File: config.mk
export PLATFORM = sky130hd
export DESIGN_NAME = axi_slv_ar_arbiter_flat
export DESIGN_NICKNAME = d
export VERILOG_FILES = /design/src/rtl/axi_slv_ar_arbiter_if.sv /design/src/rtl/axi_slv_ar_arbiter.sv /design/src/flat_wrapper.sv
export SDC_FILE = /design/constraint.sdc
export NUM_CORES = 1
export LEC_CHECK = 0
export ABC_AREA = 1
export BUFFER_PORTS_ARGS = -buffer_cell sky130_fd_sc_hd__buf_2
export CAP_MARGIN = 30
export CELL_PAD_IN_SITES_DETAIL_PLACEMENT = 0
export CELL_PAD_IN_SITES_GLOBAL_PLACEMENT = 1
export CORE_MARGIN = 1
export CORE_UTILIZATION = 28
export CTS_BUF_LIST = sky130_fd_sc_hd__clkbuf_4 sky130_fd_sc_hd__clkbuf_8
export CTS_CLUSTER_SIZE = 40
export DETAILED_ROUTE_END_ITERATION = 16
export GPL_TIMING_DRIVEN = 1
export PLACE_DENSITY_LB_ADDON = 0.1
export SYNTH_ARGS = -nofsm -noshare
export SYNTH_HDL_FRONTEND = slang
export SYNTH_SLANG_ARGS = --single-unit
File: constraint.sdc
create_clock -name aclk -period 2.8 [get_ports aclk]
set_input_delay 0.56 -clock aclk [delete_from_list [all_inputs] [get_ports aclk]]
set_output_delay 0.56 -clock aclk [all_outputs]
set_load 0.01 [all_outputs]
File: src/rtl/axi_slv_ar_arbiter_if.sv
// Bus bundle between the crossbar masters, the per-slave AR arbiter and the
// slave. Handshake rule for every channel: a transfer happens on a rising
// aclk edge where valid and ready are both high; once valid is raised the
// payload stays stable and valid stays high until that edge, and ready may
// depend combinationally on valid.
interface axi_slv_ar_arbiter_if #(
  parameter int MST_NUM    = 4,
  parameter int AXI_ID_W   = 4,
  parameter int AXI_ADDR_W = 32,
  parameter int MIDX_W     = $clog2(MST_NUM)
);
  // Master-facing AR channel (flattened per master)
  logic [MST_NUM-1:0]            mst_arvalid;
  logic [MST_NUM-1:0]            mst_arready;
  logic [MST_NUM*AXI_ADDR_W-1:0] mst_araddr;
  logic [MST_NUM*4-1:0]          mst_arlen;
  logic [MST_NUM*AXI_ID_W-1:0]   mst_arid;

  // Slave-facing AR channel
  logic                  slv_arvalid;
  logic                  slv_arready;
  logic [AXI_ADDR_W-1:0] slv_araddr;
  logic [3:0]            slv_arlen;
  logic [AXI_ID_W-1:0]   slv_arid;
  logic [MIDX_W-1:0]     slv_armst;

  // R channel routing controls
  logic               slv_rvalid;
  logic               slv_rready;
  logic               slv_rlast;
  logic [MST_NUM-1:0] mst_rvalid;
  logic [MST_NUM-1:0] mst_rready;

  // Arbiter view
  modport slave (
    input  mst_arvalid, mst_araddr, mst_arlen, mst_arid,
    input  slv_arready, slv_rvalid, slv_rlast, mst_rready,
    output mst_arready, slv_arvalid, slv_araddr, slv_arlen, slv_arid,
    output slv_armst, slv_rready, mst_rvalid
  );

  // Environment view (masters plus the slave)
  modport master (
    output mst_arvalid, mst_araddr, mst_arlen, mst_arid,
    output slv_arready, slv_rvalid, slv_rlast, mst_rready,
    input  mst_arready, slv_arvalid, slv_araddr, slv_arlen, slv_arid,
    input  slv_armst, slv_rready, mst_rvalid
  );
endinterface

File: src/rtl/axi_slv_ar_arbiter.sv
// Round-robin arbiter sharing one slave AR channel among MST_NUM masters.
// A grant is held until the slave accepts it, granted master indices are
// queued in order, and the queue head steers the slave's R beats back to the
// owning master. Outstanding bursts are capped at SLV_OSTDREQ_NUM.
module axi_slv_ar_arbiter #(
  parameter int MST_NUM         = 4,
  parameter int AXI_ID_W        = 4,
  parameter int AXI_ADDR_W      = 32,
  parameter int SLV_OSTDREQ_NUM = 4,
  localparam int MIDX_W         = $clog2(MST_NUM),
  localparam int CNT_W          = $clog2(SLV_OSTDREQ_NUM) + 1,
  localparam int PTR_W          = $clog2(SLV_OSTDREQ_NUM)
) (
  input  logic                 aclk,
  input  logic                 srst,
  axi_slv_ar_arbiter_if.slave  bus,
  output logic [CNT_W-1:0]     ostd_cnt,
  output logic                 rsp_err,
  output logic                 arb_state   // 0 = IDLE, 1 = HOLD
);

  typedef enum logic {S_IDLE = 1'b0, S_HOLD = 1'b1} state_t;

  state_t state_q, state_d;

  logic [MIDX_W-1:0]     rr_ptr_q;
  logic [MIDX_W-1:0]     winner;
  logic [MIDX_W-1:0]     cand;
  logic                  found;
  logic                  not_full;
  logic                  accept;

  logic [AXI_ADDR_W-1:0] araddr_q;
  logic [3:0]            arlen_q;
  logic [AXI_ID_W-1:0]   arid_q;
  logic [MIDX_W-1:0]     armst_q;

  logic [MIDX_W-1:0]     fifo_mem [SLV_OSTDREQ_NUM];
  logic [PTR_W-1:0]      wr_ptr_q;
  logic [PTR_W-1:0]      rd_ptr_q;
  logic [CNT_W-1:0]      cnt_q;
  logic                  empty;
  logic [MIDX_W-1:0]     head;
  logic                  push;
  logic                  pop;
  logic                  err_q;

  // Index that is `off` places above `base`, wrapping at MST_NUM
  function automatic logic [MIDX_W-1:0] wrap_idx(input int base, input int off);
    int s;
    s = base + off;
    if (s >= MST_NUM) s = s - MST_NUM;
    return MIDX_W'(s);
  endfunction

  // Round-robin search from rr_ptr upward; accept is gated on the registered count
  always_comb begin
    found  = 1'b0;
    winner = '0;
    cand   = '0;
    for (int k = 0; k < MST_NUM; k++) begin
      cand = wrap_idx(int'(rr_ptr_q), k);
      if (!found && bus.mst_arvalid[cand]) begin
        found  = 1'b1;
        winner = cand;
      end
    end
    not_full = (cnt_q != CNT_W'(SLV_OSTDREQ_NUM));
    accept   = (state_q == S_IDLE) && found && not_full;
  end

  // FSM state register
  always_ff @(posedge aclk) begin
    if (srst) state_q <= S_IDLE;
    else      state_q <= state_d;
  end

  // FSM next state: IDLE grants, HOLD waits for the slave to take the request
  always_comb begin
    state_d = state_q;
    case (state_q)
      S_IDLE:  if (accept) state_d = S_HOLD;
      S_HOLD:  if (bus.slv_arready) state_d = S_IDLE;
      default: state_d = S_IDLE;
    endcase
  end

  // FSM outputs: one-hot master ready while granting, slave valid while holding
  always_comb begin
    bus.mst_arready = '0;
    if (accept) bus.mst_arready[winner] = 1'b1;
    bus.slv_arvalid = (state_q == S_HOLD);
    arb_state       = (state_q == S_HOLD);
  end

  // Latch the winner's request payload and advance the round-robin pointer
  always_ff @(posedge aclk) begin
    if (srst) begin
      rr_ptr_q <= '0;
      araddr_q <= '0;
      arlen_q  <= '0;
      arid_q   <= '0;
      armst_q  <= '0;
    end else if (accept) begin
      rr_ptr_q <= (winner == MIDX_W'(MST_NUM - 1)) ? '0 : winner + 1'b1;
      araddr_q <= bus.mst_araddr[winner*AXI_ADDR_W +: AXI_ADDR_W];
      arlen_q  <= bus.mst_arlen[winner*4 +: 4];
      arid_q   <= bus.mst_arid[winner*AXI_ID_W +: AXI_ID_W];
      armst_q  <= winner;
    end
  end

  assign bus.slv_araddr = araddr_q;
  assign bus.slv_arlen  = arlen_q;
  assign bus.slv_arid   = arid_q;
  assign bus.slv_armst  = armst_q;

  // R routing from the head of the in-order grant queue
  always_comb begin
    empty          = (cnt_q == '0);
    head           = fifo_mem[rd_ptr_q];
    bus.slv_rready = !empty && bus.mst_rready[head];
    for (int i = 0; i < MST_NUM; i++) begin
      bus.mst_rvalid[i] = bus.slv_rvalid && !empty && (head == MIDX_W'(i));
    end
    push = accept;
    pop  = bus.slv_rvalid && bus.slv_rready && bus.slv_rlast;
  end

  // Grant queue storage; contents are don't-care while empty
  always_ff @(posedge aclk) begin
    if (push) fifo_mem[wr_ptr_q] <= winner;
  end

  // Queue pointers, outstanding count and the sticky stray-response flag
  always_ff @(posedge aclk) begin
    if (srst) begin
      wr_ptr_q <= '0;
      rd_ptr_q <= '0;
      cnt_q    <= '0;
      err_q    <= 1'b0;
    end else begin
      if (push) wr_ptr_q <= wr_ptr_q + 1'b1;
      if (pop)  rd_ptr_q <= rd_ptr_q + 1'b1;
      case ({push, pop})
        2'b10:   cnt_q <= cnt_q + 1'b1;
        2'b01:   cnt_q <= cnt_q - 1'b1;
        default: cnt_q <= cnt_q;
      endcase
      if (bus.slv_rvalid && empty) err_q <= 1'b1;
    end
  end

  assign ostd_cnt = cnt_q;
  assign rsp_err  = err_q;

endmodule

File: src/flat_wrapper.sv
// flat-port wrapper written by rule: the top's interface ports become plain ports
module axi_slv_ar_arbiter_flat 
#(
  parameter int MST_NUM         = 4,
  parameter int AXI_ID_W        = 4,
  parameter int AXI_ADDR_W      = 32,
  parameter int SLV_OSTDREQ_NUM = 4,
  localparam int MIDX_W         = $clog2(MST_NUM),
  localparam int CNT_W          = $clog2(SLV_OSTDREQ_NUM) + 1,
  localparam int PTR_W          = $clog2(SLV_OSTDREQ_NUM)
)
  (aclk, srst, ostd_cnt, rsp_err, arb_state, bus_mst_arvalid, bus_mst_araddr, bus_mst_arlen, bus_mst_arid, bus_slv_arready, bus_slv_rvalid, bus_slv_rlast, bus_mst_rready, bus_mst_arready, bus_slv_arvalid, bus_slv_araddr, bus_slv_arlen, bus_slv_arid, bus_slv_armst, bus_slv_rready, bus_mst_rvalid);
  axi_slv_ar_arbiter_if #(.MST_NUM(MST_NUM), .AXI_ID_W(AXI_ID_W), .AXI_ADDR_W(AXI_ADDR_W)) bus_i ();
  input  logic aclk;
  input  logic srst;
  output logic [CNT_W-1:0] ostd_cnt;
  output logic rsp_err;
  output logic arb_state;
  input wire logic [$bits(bus_i.mst_arvalid)-1:0] bus_mst_arvalid;
  input wire logic [$bits(bus_i.mst_araddr)-1:0] bus_mst_araddr;
  input wire logic [$bits(bus_i.mst_arlen)-1:0] bus_mst_arlen;
  input wire logic [$bits(bus_i.mst_arid)-1:0] bus_mst_arid;
  input wire logic [$bits(bus_i.slv_arready)-1:0] bus_slv_arready;
  input wire logic [$bits(bus_i.slv_rvalid)-1:0] bus_slv_rvalid;
  input wire logic [$bits(bus_i.slv_rlast)-1:0] bus_slv_rlast;
  input wire logic [$bits(bus_i.mst_rready)-1:0] bus_mst_rready;
  output wire logic [$bits(bus_i.mst_arready)-1:0] bus_mst_arready;
  output wire logic [$bits(bus_i.slv_arvalid)-1:0] bus_slv_arvalid;
  output wire logic [$bits(bus_i.slv_araddr)-1:0] bus_slv_araddr;
  output wire logic [$bits(bus_i.slv_arlen)-1:0] bus_slv_arlen;
  output wire logic [$bits(bus_i.slv_arid)-1:0] bus_slv_arid;
  output wire logic [$bits(bus_i.slv_armst)-1:0] bus_slv_armst;
  output wire logic [$bits(bus_i.slv_rready)-1:0] bus_slv_rready;
  output wire logic [$bits(bus_i.mst_rvalid)-1:0] bus_mst_rvalid;
  assign bus_i.mst_arvalid = bus_mst_arvalid;
  assign bus_i.mst_araddr = bus_mst_araddr;
  assign bus_i.mst_arlen = bus_mst_arlen;
  assign bus_i.mst_arid = bus_mst_arid;
  assign bus_i.slv_arready = bus_slv_arready;
  assign bus_i.slv_rvalid = bus_slv_rvalid;
  assign bus_i.slv_rlast = bus_slv_rlast;
  assign bus_i.mst_rready = bus_mst_rready;
  assign bus_mst_arready = bus_i.mst_arready;
  assign bus_slv_arvalid = bus_i.slv_arvalid;
  assign bus_slv_araddr = bus_i.slv_araddr;
  assign bus_slv_arlen = bus_i.slv_arlen;
  assign bus_slv_arid = bus_i.slv_arid;
  assign bus_slv_armst = bus_i.slv_armst;
  assign bus_slv_rready = bus_i.slv_rready;
  assign bus_mst_rvalid = bus_i.mst_rvalid;
  axi_slv_ar_arbiter #(.MST_NUM(MST_NUM), .AXI_ID_W(AXI_ID_W), .AXI_ADDR_W(AXI_ADDR_W), .SLV_OSTDREQ_NUM(SLV_OSTDREQ_NUM)) u_core (.aclk(aclk), .srst(srst), .bus(bus_i), .ostd_cnt(ostd_cnt), .rsp_err(rsp_err), .arb_state(arb_state));
endmodule
==> metrics.yaml, run 1 <==
finish:
  nFillCells: 1890
  layout_common_cells: "nand2_1, buf_2, nor2_1"
  drive_above_1_share_pct: 30.7
  fin_nets: 1209
  syn_to_final_growth_pct: 38.0
  layout_commonest_cell: "nand2_1"
clock_network:
  cts_made_buffers: 9
  clk-insertion-delay-late_ns: 0.36
  cts.clk_slew.worst_paths_ns: 0.07
  cts-root-buf: "clkbuf_8"
  clock-sinks: 63
  h-tree-depth: 3
  clock_path_buffers: 2
  tritoncts: "built"
power_and_ir_drop:
  power_density_nw_per_um2: 1280
  p_leak_uw: 0.00376
  ir_drop_mv: 0.745
global_route:
  grt_pass1_vias: 4908
  grtUsageTotal_pct: 18.9
  grt_overflow: 0
  grt_pass1_wl_microns: 24500
  antenna_found_initial: 4
  grt_max_degree: 66
critical_path:
  required_ns: 2.24
  critPathMaxFanout: 10
  startpoint_type: "flip-flop"
  endpoint_kind: "primary output"
  r2r_cells: 16
  path_class: "flip-flop to primary output"
  critPathArrivalTime_ns: 2.08
detailed_routing:
  via_count: 5409
  viasPerCell: 4.33
  wirelength_microns: 15900
  first_pass_iters: 4
  wire_per_inst_microns: 12.7
  drtIter0Drc: 283
  final_antenna_net_count: 0
  route.detailed.drc: 0
yosys:
  netlist_area_sq_um: 4610
  ys_ff_latch: 63
  netlist-cell-type-count: 26
  seq_area_frac_synth_pct: 29.1
  synth_cells: 802
  yosys_warnings: 0
  syn_avg_cell_area_sq_um: 5.75
  syn_nets: 985
floorplanning:
  core_area_sq_um: 16000
  die_y_microns: 130
  rows: 46
  ioPinCount: 230
  fp.dieArea_sq_um: 17000
  die_w_microns: 130
  start_util_pct: 28.8
sta:
  fin_ws_ns: 0.161
  fmax_mhz: 379
  fin_worst_skew_ns: 0.00804
  hold_viol: 0
  relSlewSlack_pct: 68.2
  setup_violations: 0
  period_share_pct: 94.3
  fin_setup_tns_ns: 0
  worstMarginPinSlew_ns: 0.477
  drv_slew: 0
  finalCriticalPeriod_ns: 2.64
worst_hold_path:
  hold_depth: 2
  min_path_type: "flip-flop to flip-flop"
outcome:
  status: "completed"
placement:
  pre_cts_ws_ns: 0.201
  hpwlAfterDp_microns: 11600
  gp_congestion: 0.781
  numPortBuffers: 229
run:
  maxCapViolCount: 0
layout make-up:
class                           instances  area (sq um)  share of cell area (%)
Clock buffer                            9           124                    1.95
Timing Repair Buffer                  260          1440                    22.6
Inverter                              128           495                    7.78
Multi-Input combinational cell        564          2610                    41.0
Antenna cell                            3          7.51                   0.118
Clock inverter                          7          73.8                    1.16
Sequential cell                        63          1350                    21.2
Tap cell                              216           270                    4.25
timing repair:
action,CTS,global route
resized for setup,1,38
pin swaps,0,12
hold buffers,0,0
endpoints found under the setup margin,3,4
setup buffers,0,13
final timing paths:
kind,startpoint,end,slack [ns]
hold reg to reg,u_core.rsp_err,u_core.rsp_err,0.45
setup / recovery,u_core.rr_ptr_q[0],bus_mst_arready[1],0.16
hold / removal,u_core.rsp_err,u_core.rsp_err,0.45
setup reg to reg,flip-flop,u_core.ostd_cnt[2],0.28
critical path, stage by stage (launching register included):
cell	delay, ns
dfxtp_4	0.42
inv_8	0.06
nand2_2	0.07
nand2_4	0.06
nand2_2	0.08
nand2_2	0.07
nor2_4	0.18
nand3_2	0.10
nand3_2	0.09
nand2_4	0.08
buf_6	0.12
ha_1	0.16
inv_1	0.05
nor2_1	0.04
buf_2	0.14
synthesized netlist by cell type, drive strengths merged:
cell	number	share of area, %
dfxtp	55	24
a211oi	1	0.16
clkbuf	17	1.4
edfxtp	8	5.2
nand4	40	5.4
fa	1	0.43
nand3b	2	0.33
nor3	4	0.54
o21ai	8	0.87
buf	30	4.8
nand3	89	9.9
nand2	249	20
a31oi	1	0.14
inv	128	10
a21oi	11	1.2
nor2	147	12
or2	2	0.27
ha	9	2.4
cells by family (layout without fill, tap and decap cells):
family,count (synthesis),count (layout),synth area share [%]
compound gates,21,21,2.36
fa+ha+maj,10,10,2.88
flops,63,63,29.1
other cells,0,3,0
buf+inv,175,404,16.7
simple gates,533,533,49.0
report_power, final:
part | internal, uW | switching [uW]
logic | 2110 | 3700
clock network | 410 | 399
registers | 1320 | 192
layer usage:
| layer | global-route usage, % | share of wire (%) | up-vias |
|---|---|---|---|
| met5 | 0 | 0 | - |
| met4 | 3.85 | 0.63 | 0 |
| met3 | 6.93 | 7.0 | 7 |
| met2 | 33.2 | 49 | 132 |
| met1 | 21.9 | 43 | 2354 |
| li1 | - | - | 2916 |
state kept, by name (all words and copies together) (netlist names), named ones only:
register               count
u_core.bus.slv_armst       2
u_core.rr_ptr_q            2
u_core.rd_ptr_q            2
u_core.fifo_mem            8
u_core.bus.slv_arlen       4
u_core.wr_ptr_q            2
u_core.bus.slv_arid        4
u_core.ostd_cnt            3
u_core.bus.slv_araddr     32
u_core.arb_state           1
u_core.rsp_err             1
per-stage QoR:
step / hold WS, ns / instances / area [sq um] / util (%) / total power [uW]
after CTS: 0.432 / 1234 / 6120 / 38.3 / 7880
after global placement: 0.437 / 1218 / 5920 / 37.0 / 7030
after detailed placement: 0.443 / 1218 / 5920 / 37.0 / 7020
after floorplan: 0.463 / 802 / 4610 / - / 5530
after global routing: 0.449 / 1248 / 6360 / 39.7 / 9060
final: 0.449 / 1250 / 6360 / 39.8 / 8130
(Power assumes the default switching activity.)
==> inputs of run 2 (changes only) <==
--- a/config.mk
+++ b/config.mk
@@ -11,7 +11,7 @@
 export CELL_PAD_IN_SITES_DETAIL_PLACEMENT = 0
 export CELL_PAD_IN_SITES_GLOBAL_PLACEMENT = 1
 export CORE_MARGIN = 1
-export CORE_UTILIZATION = 28
+export CORE_UTILIZATION = 31
 export CTS_BUF_LIST = sky130_fd_sc_hd__clkbuf_4 sky130_fd_sc_hd__clkbuf_8
 export CTS_CLUSTER_SIZE = 40
 export DETAILED_ROUTE_END_ITERATION = 16
==> constraint.sdc (replaced) <==
create_clock -name aclk -period 2.6 [get_ports aclk]
set_input_delay 0.52 -clock aclk [delete_from_list [all_inputs] [get_ports aclk]]
set_output_delay 0.52 -clock aclk [all_outputs]
set_load 0.01 [all_outputs]
==> metrics.yaml, run 2 (synthesized netlist as in run 1, its figures left out) <==
sta:
  relSlewSlack_pct: 67.2
  fin_worst_skew_ns: 0.0111
  hold_viol: 0
  timing.hold.ws_ns: 0.413
  period_share_pct: 96.5
  setup_violations: 0
  rsz0062_at_grt: "true"
  fin_setup_tns_ns: 0
  worstMarginPinSlew_ns: 0.492
  drv_slew: 0
  fmax_mhz: 398
  finalCriticalPeriod_ns: 2.51
clock_network:
  cts-root-buf: "clkbuf_8"
  cts_made_buffers: 9
  tritoncts: "built"
  cts.clk_slew.worst_paths_ns: 0.08
  clk-insertion-delay-late_ns: 0.36
  clock-sinks: 63
  clock_path_buffers: 2
  h-tree-depth: 3
finish:
  largest_reg_flops: 32
  syn_to_final_growth_pct: 36.8
  drive_above_1_share_pct: 31.5
  layout_commonest_cell: "buf_2"
  final_util_pct: 43.4
  layout_common_cells: "buf_2, nand2_1, nor2_1"
  stdcell_area_sq_um: 6310
  fin_nets: 1208
  nFillCells: 1667
placement:
  hpwlAfterDp_microns: 11100
  numPortBuffers: 229
  gp_congestion: 0.804
  dpl-instance-area_sq_um: 5910
detailed_routing:
  viasPerCell: 4.46
  first_pass_iters: 4
  wire_per_inst_microns: 12.7
  via_count: 5414
  wirelength_microns: 15400
  route.detailed.drc: 0
  drtIter0Drc: 178
  final_antenna_net_count: 0
power_and_ir_drop:
  p_leak_uw: 0.00375
  total_power_uw: 8700
  power_density_nw_per_um2: 1380
  ir_drop_mv: 0.570
outcome:
  status: "completed"
floorplanning:
  fp.dieArea_sq_um: 15400
  start_util_pct: 31.7
  die_w_microns: 124
  die_y_microns: 124
  ioPinCount: 230
  rows: 44
  core_area_sq_um: 14500
critical_path:
  slowest_stage: "dfxtp_4"
  worst-path-buf-inv: 4
  startpoint_type: "flip-flop"
  slowest_delay_ns: 0.39
  required_ns: 2.08
  cpMostUsedCell: "nand3_2"
  critPathArrivalTime_ns: 1.99
  path_class: "flip-flop to primary output"
  endpoint_kind: "primary output"
  crit_chain: "buf_6 -> nand2_2 -> nand3_2 -> nand2_2 -> nor2_4 -> nand3_2 -> nand3_2 -> nand2_4 -> inv_4 -> ha_1 -> inv_1 -> nor2_1 -> buf_2"
  critPathMaxFanout: 6
  critical_path.top_delay_family: "simple AND/OR/NAND/NOR gates"
global_route:
  grt_pass1_wl_microns: 23300
  antenna_found_initial: 1
  grt_overflow: 0
  grtUsageTotal_pct: 19.7
  grt_max_degree: 53
  grt_pass1_vias: 4689
worst_hold_path:
  min_path_type: "input port to flip-flop"
run:
  maxCapViolCount: 0
-- run 2: changes by cell type in the layout (fill, tap and decap cells not counted), sizes merged --
| cell | before | now |
|---|---|---|
| clkinvlp | 4 | 1 |
| clkinv | 2 | 4 |
| diode | 3 | 1 |
| clkbuf | 9 | 10 |
| buf | 260 | 259 |
-- run 2: path summary, 6_finish.rpt --
check	start	slack, ns	cells after the start	end
worst max-delay path	u_core.rr_ptr_q[0]	0.09	13	bus_mst_arready[2]
worst min-delay path	bus_slv_arready	0.41	4	u_core.arb_state
worst max register to register	flip-flop	0.22	15	u_core.ostd_cnt[1]
worst min register to register	u_core.rsp_err	0.45	2	u_core.rsp_err
-- run 2: power breakdown --
group	switching [uW]	total, uW	internal [uW]	leakage [uW]
logic	3980	6190	2210	0.00312
clock network	416	879	464	0.0000997
registers	202	1630	1420	0.000532
total	4600	8700	4100	0.00375
-- run 2: per-layer routing --
metal / vias to the layer above / track usage, % / part of all wire (%)
li1: 2904 / - / -
met1: 2379 / 24.9 / 46
met2: 124 / 32.7 / 47
met3: 7 / 6.59 / 6.1
met4: 0 / 3.79 / 0.64
met5: - / 0 / 0
-- run 2: worst min-delay path: cells and delay by family --
family                 cells  cell delay (ns)
AOI/OAI and AO/OA          1             0.05
and+or+nand+nor            1             0.05
buffers and inverters      2             0.11
-- run 2: layout make-up --
| cell class | count | area, sq um | area share (%) |
|---|---|---|---|
| Clock inverter | 6 | 60.1 | 0.952 |
| Tap cell | 184 | 230 | 3.65 |
| Timing Repair Buffer | 259 | 1410 | 22.4 |
| Sequential cell | 63 | 1350 | 21.4 |
| Antenna cell | 1 | 2.50 | 0.0397 |
| Multi-Input combinational cell | 564 | 2620 | 41.6 |
| Clock buffer | 10 | 138 | 2.18 |
| Inverter | 128 | 493 | 7.81 |
-- run 2: timing repair --
item	CTS	global route
buffers inserted	3	5
gates resized for setup	4	40
pin swaps	3	25
hold buffers	0	0
setup endpoints to repair	4	5
hold endpoints to repair	0	0
-- run 2: metrics by stage --
| stage | setup slack, ns | instances |
|---|---|---|
| 3_5_place_dp | 0.103 | 1190 |
| 3_3_place_gp | 0.148 | 1190 |
| 4_1_cts | 0.000955 | 1209 |
| 6_report | 0.0903 | 1215 |
| 2_1_floorplan | 0.0147 | 802 |
| 5_1_grt | -0.0639 | 1214 |
